--- src/rtl/usb_host_speed_detector_mp.sv ---
// Multi-port USB host attach/detach and speed detector: per-port line synchroniser,
// attach debounce, detach filter against EOP/bus-reset SE0, and J/K/idle line codes.
//
// state         | meaning
// DISCONNECTED  | no device; waiting for an idle line level
// DEBOUNCE      | idle level seen; counting consecutive matching samples
// CONNECTED     | device attached; speed latched, line traffic ignored
// DETACH_CHK    | SE0 seen while attached; counting to tell detach from EOP/reset
module usb_host_speed_detector_mp #(
  parameter int NUM_PORTS       = 4,
  parameter int DEBOUNCE_CYCLES = 8,
  parameter int DETACH_CYCLES   = 16
) (
  input  logic                   clock,
  input  logic                   reset,
  input  logic [2*NUM_PORTS-1:0] usb_signals,
  input  logic [NUM_PORTS-1:0]   port_en,
  output logic [2*NUM_PORTS-1:0] speed,
  output logic [NUM_PORTS-1:0]   attached,
  output logic [NUM_PORTS-1:0]   attach_evt,
  output logic [NUM_PORTS-1:0]   detach_evt,
  output logic [2*NUM_PORTS-1:0] j_state,
  output logic [2*NUM_PORTS-1:0] k_state,
  output logic [2*NUM_PORTS-1:0] idle_state
);

  localparam int CNT_MAX = (DEBOUNCE_CYCLES > DETACH_CYCLES) ? DEBOUNCE_CYCLES : DETACH_CYCLES;
  localparam int CNT_W   = $clog2(CNT_MAX + 1);

  // A count at these values plus one more matching sample reaches the threshold.
  localparam logic [CNT_W-1:0] DEB_TC = CNT_W'(DEBOUNCE_CYCLES - 1);
  localparam logic [CNT_W-1:0] DET_TC = CNT_W'(DETACH_CYCLES - 1);
  localparam logic [CNT_W-1:0] CNT_ONE = CNT_W'(1);

  typedef enum logic [1:0] {
    ST_DISCONNECTED = 2'd0,
    ST_DEBOUNCE     = 2'd1,
    ST_CONNECTED    = 2'd2,
    ST_DETACH_CHK   = 2'd3
  } port_state_e;

  logic [2*NUM_PORTS-1:0] sync1_q, sync2_q;

  always_ff @(posedge clock or negedge reset) begin
    if (!reset) begin
      sync1_q <= '0;
      sync2_q <= '0;
    end else begin
      sync1_q <= usb_signals;
      sync2_q <= sync1_q;
    end
  end

  for (genvar p = 0; p < NUM_PORTS; p++) begin : g_port
    port_state_e      state_q, state_d;
    logic [CNT_W-1:0] cnt_q, cnt_d;
    logic [1:0]       cand_q, cand_d;
    logic [1:0]       speed_q, speed_d;
    logic             attach_evt_q, attach_evt_d;
    logic             detach_evt_q, detach_evt_d;
    logic [1:0]       ls;
    logic             ls_idle;
    logic             ls_se0;

    assign ls      = sync2_q[2*p +: 2];
    assign ls_idle = (ls == 2'b10) || (ls == 2'b01);
    assign ls_se0  = (ls == 2'b00);

    always_ff @(posedge clock or negedge reset) begin
      if (!reset) begin
        state_q      <= ST_DISCONNECTED;
        cnt_q        <= '0;
        cand_q       <= '0;
        speed_q      <= '0;
        attach_evt_q <= 1'b0;
        detach_evt_q <= 1'b0;
      end else begin
        state_q      <= state_d;
        cnt_q        <= cnt_d;
        cand_q       <= cand_d;
        speed_q      <= speed_d;
        attach_evt_q <= attach_evt_d;
        detach_evt_q <= detach_evt_d;
      end
    end

    always_comb begin
      state_d      = state_q;
      cnt_d        = cnt_q;
      cand_d       = cand_q;
      speed_d      = speed_q;
      attach_evt_d = 1'b0;
      detach_evt_d = 1'b0;

      if (!port_en[p]) begin
        state_d      = ST_DISCONNECTED;
        cnt_d        = '0;
        cand_d       = '0;
        speed_d      = '0;
        detach_evt_d = (state_q == ST_CONNECTED) || (state_q == ST_DETACH_CHK);
      end else begin
        unique case (state_q)
          ST_DISCONNECTED: begin
            if (ls_idle) begin
              state_d = ST_DEBOUNCE;
              cnt_d   = CNT_ONE;
              cand_d  = ls;
            end
          end
          ST_DEBOUNCE: begin
            if (ls_se0) begin
              state_d = ST_DISCONNECTED;
              cnt_d   = '0;
              cand_d  = '0;
            end else if (!ls_idle) begin
              cnt_d = '0;
            end else if ((cnt_q == '0) || (ls != cand_q)) begin
              // After an SE1 or a switch of idle level the run starts over.
              cand_d = ls;
              cnt_d  = CNT_ONE;
            end else if (cnt_q >= DEB_TC) begin
              state_d      = ST_CONNECTED;
              cnt_d        = '0;
              speed_d      = cand_q;
              attach_evt_d = 1'b1;
            end else begin
              cnt_d = cnt_q + 1'b1;
            end
          end
          ST_CONNECTED: begin
            if (ls_se0) begin
              state_d = ST_DETACH_CHK;
              cnt_d   = CNT_ONE;
            end
          end
          ST_DETACH_CHK: begin
            if (!ls_se0) begin
              state_d = ST_CONNECTED;
              cnt_d   = '0;
            end else if (cnt_q >= DET_TC) begin
              state_d      = ST_DISCONNECTED;
              cnt_d        = '0;
              cand_d       = '0;
              speed_d      = '0;
              detach_evt_d = 1'b1;
            end else begin
              cnt_d = cnt_q + 1'b1;
            end
          end
          default: begin
            state_d = ST_DISCONNECTED;
            cnt_d   = '0;
          end
        endcase
      end
    end

    // Speed code doubles as the J level: FS 10, LS 01; K is its mirror.
    assign speed[2*p +: 2]      = speed_q;
    assign j_state[2*p +: 2]    = speed_q;
    assign idle_state[2*p +: 2] = speed_q;
    assign k_state[2*p +: 2]    = {speed_q[0], speed_q[1]};
    assign attached[p]          = (state_q == ST_CONNECTED) || (state_q == ST_DETACH_CHK);
    assign attach_evt[p]        = attach_evt_q;
    assign detach_evt[p]        = detach_evt_q;
  end

endmodule

--- config.mk ---
export PLATFORM = sky130hd
export DESIGN_NAME = usb_host_speed_detector_mp
export DESIGN_NICKNAME = d
export VERILOG_FILES = /design/src/rtl/usb_host_speed_detector_mp.sv
export SDC_FILE = /design/constraint.sdc
export NUM_CORES = 1
export LEC_CHECK = 0
export ABC_AREA = 1
export BUFFER_PORTS_ARGS = -buffer_cell sky130_fd_sc_hd__buf_2
export CORE_ASPECT_RATIO = 1.2
export CORE_MARGIN = 3
export CORE_UTILIZATION = 40
export CTS_BUF_LIST = sky130_fd_sc_hd__clkbuf_16
export DETAILED_ROUTE_END_ITERATION = 10
export PLACE_DENSITY_LB_ADDON = 0.15
export SLEW_MARGIN = 20
export SYNTH_ARGS = -nofsm -noshare
export SYNTH_HDL_FRONTEND = slang
export SYNTH_SLANG_ARGS = --single-unit
--- constraint.sdc ---
create_clock -name clock -period 1.8 [get_ports clock]
set_clock_uncertainty 0.2 [all_clocks]
set_input_delay 0.18 -clock clock [delete_from_list [all_inputs] [get_ports clock]]
set_output_delay 0.18 -clock clock [all_outputs]
set_load 0.05 [all_outputs]
# After elaboration in Yosys (flattened, before gate mapping)
# Cells that the tools add are included.
totals:
  reg_bits: 68
  in_bits: 14
  output_inout_bits: 44
  word_cells: 334
op_classes:
  addsub: 4
  magnitude_cmp: 8
  n_eq_ne: 84
  mux: 172
  n_reduce_logical: 40
ops:
  columns: ["operator", "n"]
  rows:
  - ["$mux 5", 36]
  - ["$mux 2", 80]
  - ["$ne 3x3->1 const B", 29]
  - ["$pmux 5 s4", 4]
  - ["$ne 4x4->1 const B", 17]
  - ["$reduce_and 6->1", 8]
  - ["$mux 1", 40]
  - ["$pmux 2 s4", 4]
  - ["$reduce_and 7->1", 4]
  - ["$eq 2x2->1 const B", 12]
  - ["$pmux 2 s3", 4]
  - ["$add 5x1->5 const B", 4]
  - ["$ge 5x3->1 const B", 4]
  - ["$ge 5x4->1 const B", 4]
  - ["$logic_not 5->1", 4]
  - ["$eq 2x1->1 const B", 8]
  - ["$logic_not 2->1", 8]
  - ["$ne 4x1->1 const B", 4]
  - ["$pmux 2 s2", 4]
  - ["$logic_or 1x1->1", 12]
  - ["$ne 3x1->1 const B", 4]
  - ["$ne 4x3->1 const B", 3]
  - ["$ne 3x2->1 const B", 3]
  - ["$ne 2x2->1", 4]
  - ["$reduce_and 2->1", 4]

# Depth between registers and ports, before layout
depth:
  depth_word: 7
  mapped_depth: 13
  ltp_nobuf: 13

# Worst setup path after synthesis
# No wires, ideal clock.
synth_timing:
  path_type: "flip-flop to flip-flop"
  start: "register g_port[1].cnt_q[0]"
  end: "register g_port[1].cnt_q[2]"
  setup_time_ns: 0.074
  arrival_time_ns: 1.649
  required_time_ns: 1.526
  slack_ns: -0.123
  stages_incl_launch_ff: 11
  n_path_buf: 0
  period_less_slack_ns: 1.923
  cell_sequence: "dfrtp_1 ha_1 nand2_1 nor2_1 ha_1 nor2_2 a21boi_0 nand3_1 o21ai_2 nand2_2 o21ai_2"
synth_via:
  elab_chain_len: 7
  word_cells_on_any_way: 13
  classes_between: "add/sub (1); order compare (2); mux (8); reduce/logical (2)"
synth_lines:
  columns: ["item", "line", "text"]
  rows:
  - ["start, declared", "56", "logic [CNT_W-1:0] cnt_q, cnt_d;"]
  - ["start signal, assigned", "79", "cnt_q <= cnt_d;"]
  - ["$add 5x1->5, or another cell as far along", "127, 147", null]
  - ["$mux 5 or $logic_or 1x1->1 (tied branches)", "121, 117", null]
  - ["$mux 5", "117", "end else if ((cnt_q == '0) || (ls != cand_q)) begin"]
  - ["$mux 5", "115", "end else if (!ls_idle) begin"]
  - ["$mux 5", "111", "if (ls_se0) begin"]
  - ["$pmux 5 s4 (*)", "102", "unique case (state_q)"]
  - ["$mux 5 (*)", "95", "if (!port_en[p]) begin"]
# Every way passes the cells marked *; elsewhere a longest branch is shown, timed or not.
# A chain may end at the register's enable or synchronous reset.

# Final worst setup path
layout_timing:
  start: "register g_port[3].cnt_q[0]"
  end: "register g_port[3].cnt_q[4]"
layout_via:
  elab_chain_len: 7
  word_cells_on_any_way: 13
  classes_between: "add/sub (1); order compare (2); mux (8); reduce/logical (2)"
layout_lines:
  columns: ["item", "line"]
  rows:
  - ["start, declared", "56"]
  - ["start signal, assigned", "79"]
  - ["$add 5x1->5, or another cell as far along", "127, 147"]
  - ["$mux 5 or $logic_or 1x1->1 (tied branches)", "121, 117"]
  - ["$mux 5", "117"]
  - ["$mux 5", "115"]
  - ["$mux 5", "111"]
  - ["$pmux 5 s4 (*)", "102"]
  - ["$mux 5 (*)", "95"]
# Marked as above.

==> flow_metrics.tcl <==
set metrics [dict create \
    p_total_mw 7.10 \
    p_leak_nw 2.89 \
    fin_crit_ns 1.86 \
    violations "setup timing" \
    drtAntennaViolNets 0 \
    setup_slack_ns -0.0624 \
    min_delay_path_depth 3 \
    die_h_um 119 \
    hold_end "g_port[0].cand_q[0]" \
    grt.total_usage_pct 16.5 \
    r2r_cells 11 \
    fin_crit_sh_pct 103 \
    power_frac_seq_pct 29.7 \
    drt-met1-wl_mm 4.04 \
    max_freq_mhz 537 \
    yosys_warnings 0 \
    initial_core_util_pct 41.5 \
    async_reset_ff_share_pct 100 \
    crit-reg2reg-capture "g_port[3].cnt_q[4]" \
    rsz0062_at_grt "yes" \
    num_rows 40 \
    first_pass_iters 4 \
    r2r_slack_ns -0.06 \
    syn-num-nets 610 \
    peakVddDrop_v 0.000595 \
    cts-buffers-inserted 9 \
    pre_cts_ws_ns -0.191 \
    grt_pass1_wl_mm 16.0 \
    swShare_pct 46.5 \
    synth_area_um2 4220 \
    r2r-start "g_port[3].cnt_q[0]" \
    cts_tree "done" \
    end_kind "register" \
    path_clk_slew_ns 0.05 \
    top_layer "met4" \
    internal_power_mw 3.80 \
    wirelength_mm 9.57 \
    ys_types 35 \
    insertion_delay_ns 0.33 \
    nNetsFinal 695 \
    clock_sinks 68 \
    drv_slew 0 \
    drt_iter0_markers 117 \
    path_class "register to register" \
    mostFrequentLayoutCells "nand2_1 (151), dfrtp_1 (68), inv_1 (60), buf_2 (57), buf_4 (44)" \
    relSlewSlack_pct 76.2 \
    ioPinCount 58 \
    synth_area_per_cell_um2 7.27 \
    syn_inst 580 \
    wl_per_cell_um 12.0 \
    placed_cell_area_um2 4670 \
    layout_commonest_cell "nand2_1" \
    p_switching_mw 3.30 \
    vias 3829 \
    ys_seq_area_share_pct 40.3 \
    dr_wl_met3_um 369 \
    clock-root-buffer "clkbuf_16" \
    via_per_inst 4.81 \
    grt_pass1_vias 3693 \
    fp.dieArea_um2 11800 \
    antenna_found_initial 0 \
    port_buffers 57 \
    hp-class "input port to register" \
    drcViolationCount 0 \
    status "complete, but fails checks" \
    place.gp.congestion 0.913 \
    cap_violations 0 \
    grt_max_degree 69 \
    dr_wl_met2_mm 5.00 \
    n_antenna_cell 0 \
    synth_edf_count 0 \
    dp.final_hpwl_mm 6.73 \
    area_growth_pct 31.0 \
    hold_violations 0 \
    clockPowerShare_pct 24.0 \
    cellPowerDensity_nw_per_um2 1290 \
    crit_arrival_ns 1.92 \
    core_area_um2 10200 \
    max_slew.worst_pin.slew_ns 0.357 \
    h-tree-depth 3 \
    die_width_um 99.8 \
    finish.instance_area_um2 5530 \
    final_layout_size_suffix_gt1_share_pct 36.7 \
    setup_viol 15 \
    startpoint_type "register" \
    ys.flop_type "dfrtp_1" \
    cp_max_fo 2 \
    combPwrFrac_pct 46.3 \
    hold_start "port_en[0]" \
    clock_tree.buffer_depth 2 \
    synth-seq-cells 68 \
    critPathRequiredTime_ns 1.86 \
    grt.overflow.total 0 \
]
==> sequential cells by signal (all words and copies together) (netlist names) <==
signal and count:
g_port.speed_q 8, g_port.state_q 8, sync2_q 8, g_port.attach_evt_q 4, g_port.cand_q 8, sync1_q 8
g_port.cnt_q 20, g_port.detach_evt_q 4
==> power groups by stage <==
stage          combinational [mW]  sequential (mW)  clock [mW]
6_report                     3.29             2.11        1.70
5_1_grt                      3.62             2.16        1.81
4_1_cts                      3.06             2.10        1.76
3_5_place_dp                 2.96             2.12           0
3_3_place_gp                 2.95             2.11           0
2_1_floorplan                2.36             2.24           0
==> synthesized netlist by cell type, types with 2 or more instances <==
library cell	n	area, µm²
buf_2	2	10.0
a21oi_1	6	30.0
o21ai_2	4	35.0
nor2_4	2	22.5
clkbuf_1	4	15.0
o21ai_0	31	155
o21ai_1	5	25.0
inv_1	79	297
nor3_1	10	50.1
nor2_2	3	18.8
nand2_2	2	12.5
xor2_1	4	35.0
o211ai_1	2	15.0
inv_2	3	11.3
or2_2	4	25.0
dfrtp_1	68	1700
nand3b_1	4	30.0
nand3_1	52	260
nand4_1	6	37.5
ha_1	16	200
buf_4	35	263
nor2_1	49	184
o221ai_1	3	26.3
nand2_1	175	657
==> per-stage QoR <==
stage	TNS, ns	std cells	hold slack (ns)	utilization (%)
6_report	-0.319	796	0.00611	54.4
5_1_grt	-3.65	796	0.0262	54.4
4_1_cts	-0.319	790	0.00440	51.4
3_5_place_dp	-2.03	757	0.0342	45.9
3_3_place_gp	-0.899	757	0.0314	45.9
2_1_floorplan	0	580	-0.316	-
==> repair_timing <==
item,in CTS,in global routing
gates cloned,0,0
endpoints found under the hold margin,78,0
hold buffers,11,0
resized for setup,43,90
endpoints found under the setup margin,32,47
buffers inserted,6,8
pin swaps,25,47
==> how the worst max path moves through the flow <==
stage	slack, ns	end	depth (start not counted)	from
after global routing	-0.18	g_port[3].cnt_q[4]	11	g_port[3].cnt_q[0]
after CTS	-0.07	g_port[3].cnt_q[4]	11	g_port[3].cnt_q[1]
after global placement	-0.09	g_port[3].cnt_q[2]	11	g_port[3].cnt_q[0]
final	-0.06	g_port[3].cnt_q[4]	11	g_port[3].cnt_q[0]
after floorplan	0.001	g_port[3].cnt_q[2]	11	g_port[3].cnt_q[0]
after detailed placement	-0.19	g_port[3].cnt_q[4]	11	g_port[3].cnt_q[0]
==> cell type report <==
class,count,area [µm²]
Sequential cell,68,1700
Tap cell,126,158
Clock inverter,7,58.8
Clock buffer,9,225
Multi-Input combinational cell,387,2290
Fill cell,948,4630
Timing Repair Buffer,116,779
Inverter,83,315
==> logic make-up after synthesis <==
family / after synthesis / synth area share, %
flip-flops: 68 / 40.3
AND/OR/NAND/NOR: 310 / 31.8
adder cells (fa/ha/maj): 16 / 4.74
XOR/XNOR: 4 / 0.830
AO/OA/AOI/OAI: 57 / 7.83
buffers and inverters: 125 / 14.5
==> routing by layer <==
layer  GRT usage [%]  vias to the layer above
met4            6.40                        0
met1            19.5                     1750
met2            28.6                       83
met3            3.54                       17
met5               0                        -
li1                -                     1979
==> critical path: stages, from the launching register on <==
cell,delay [ns]
dfrtp_1,0.38
ha_2,0.18
nand2_2,0.07
nor2_2,0.04
ha_2,0.19
nor2_4,0.11
o21ai_2,0.08
nor2_2,0.13
nand2_1,0.10
o21ai_2,0.08
nand2_1,0.09
o21ai_1,0.14
Note: power is estimated with default switching activity, not from simulation.
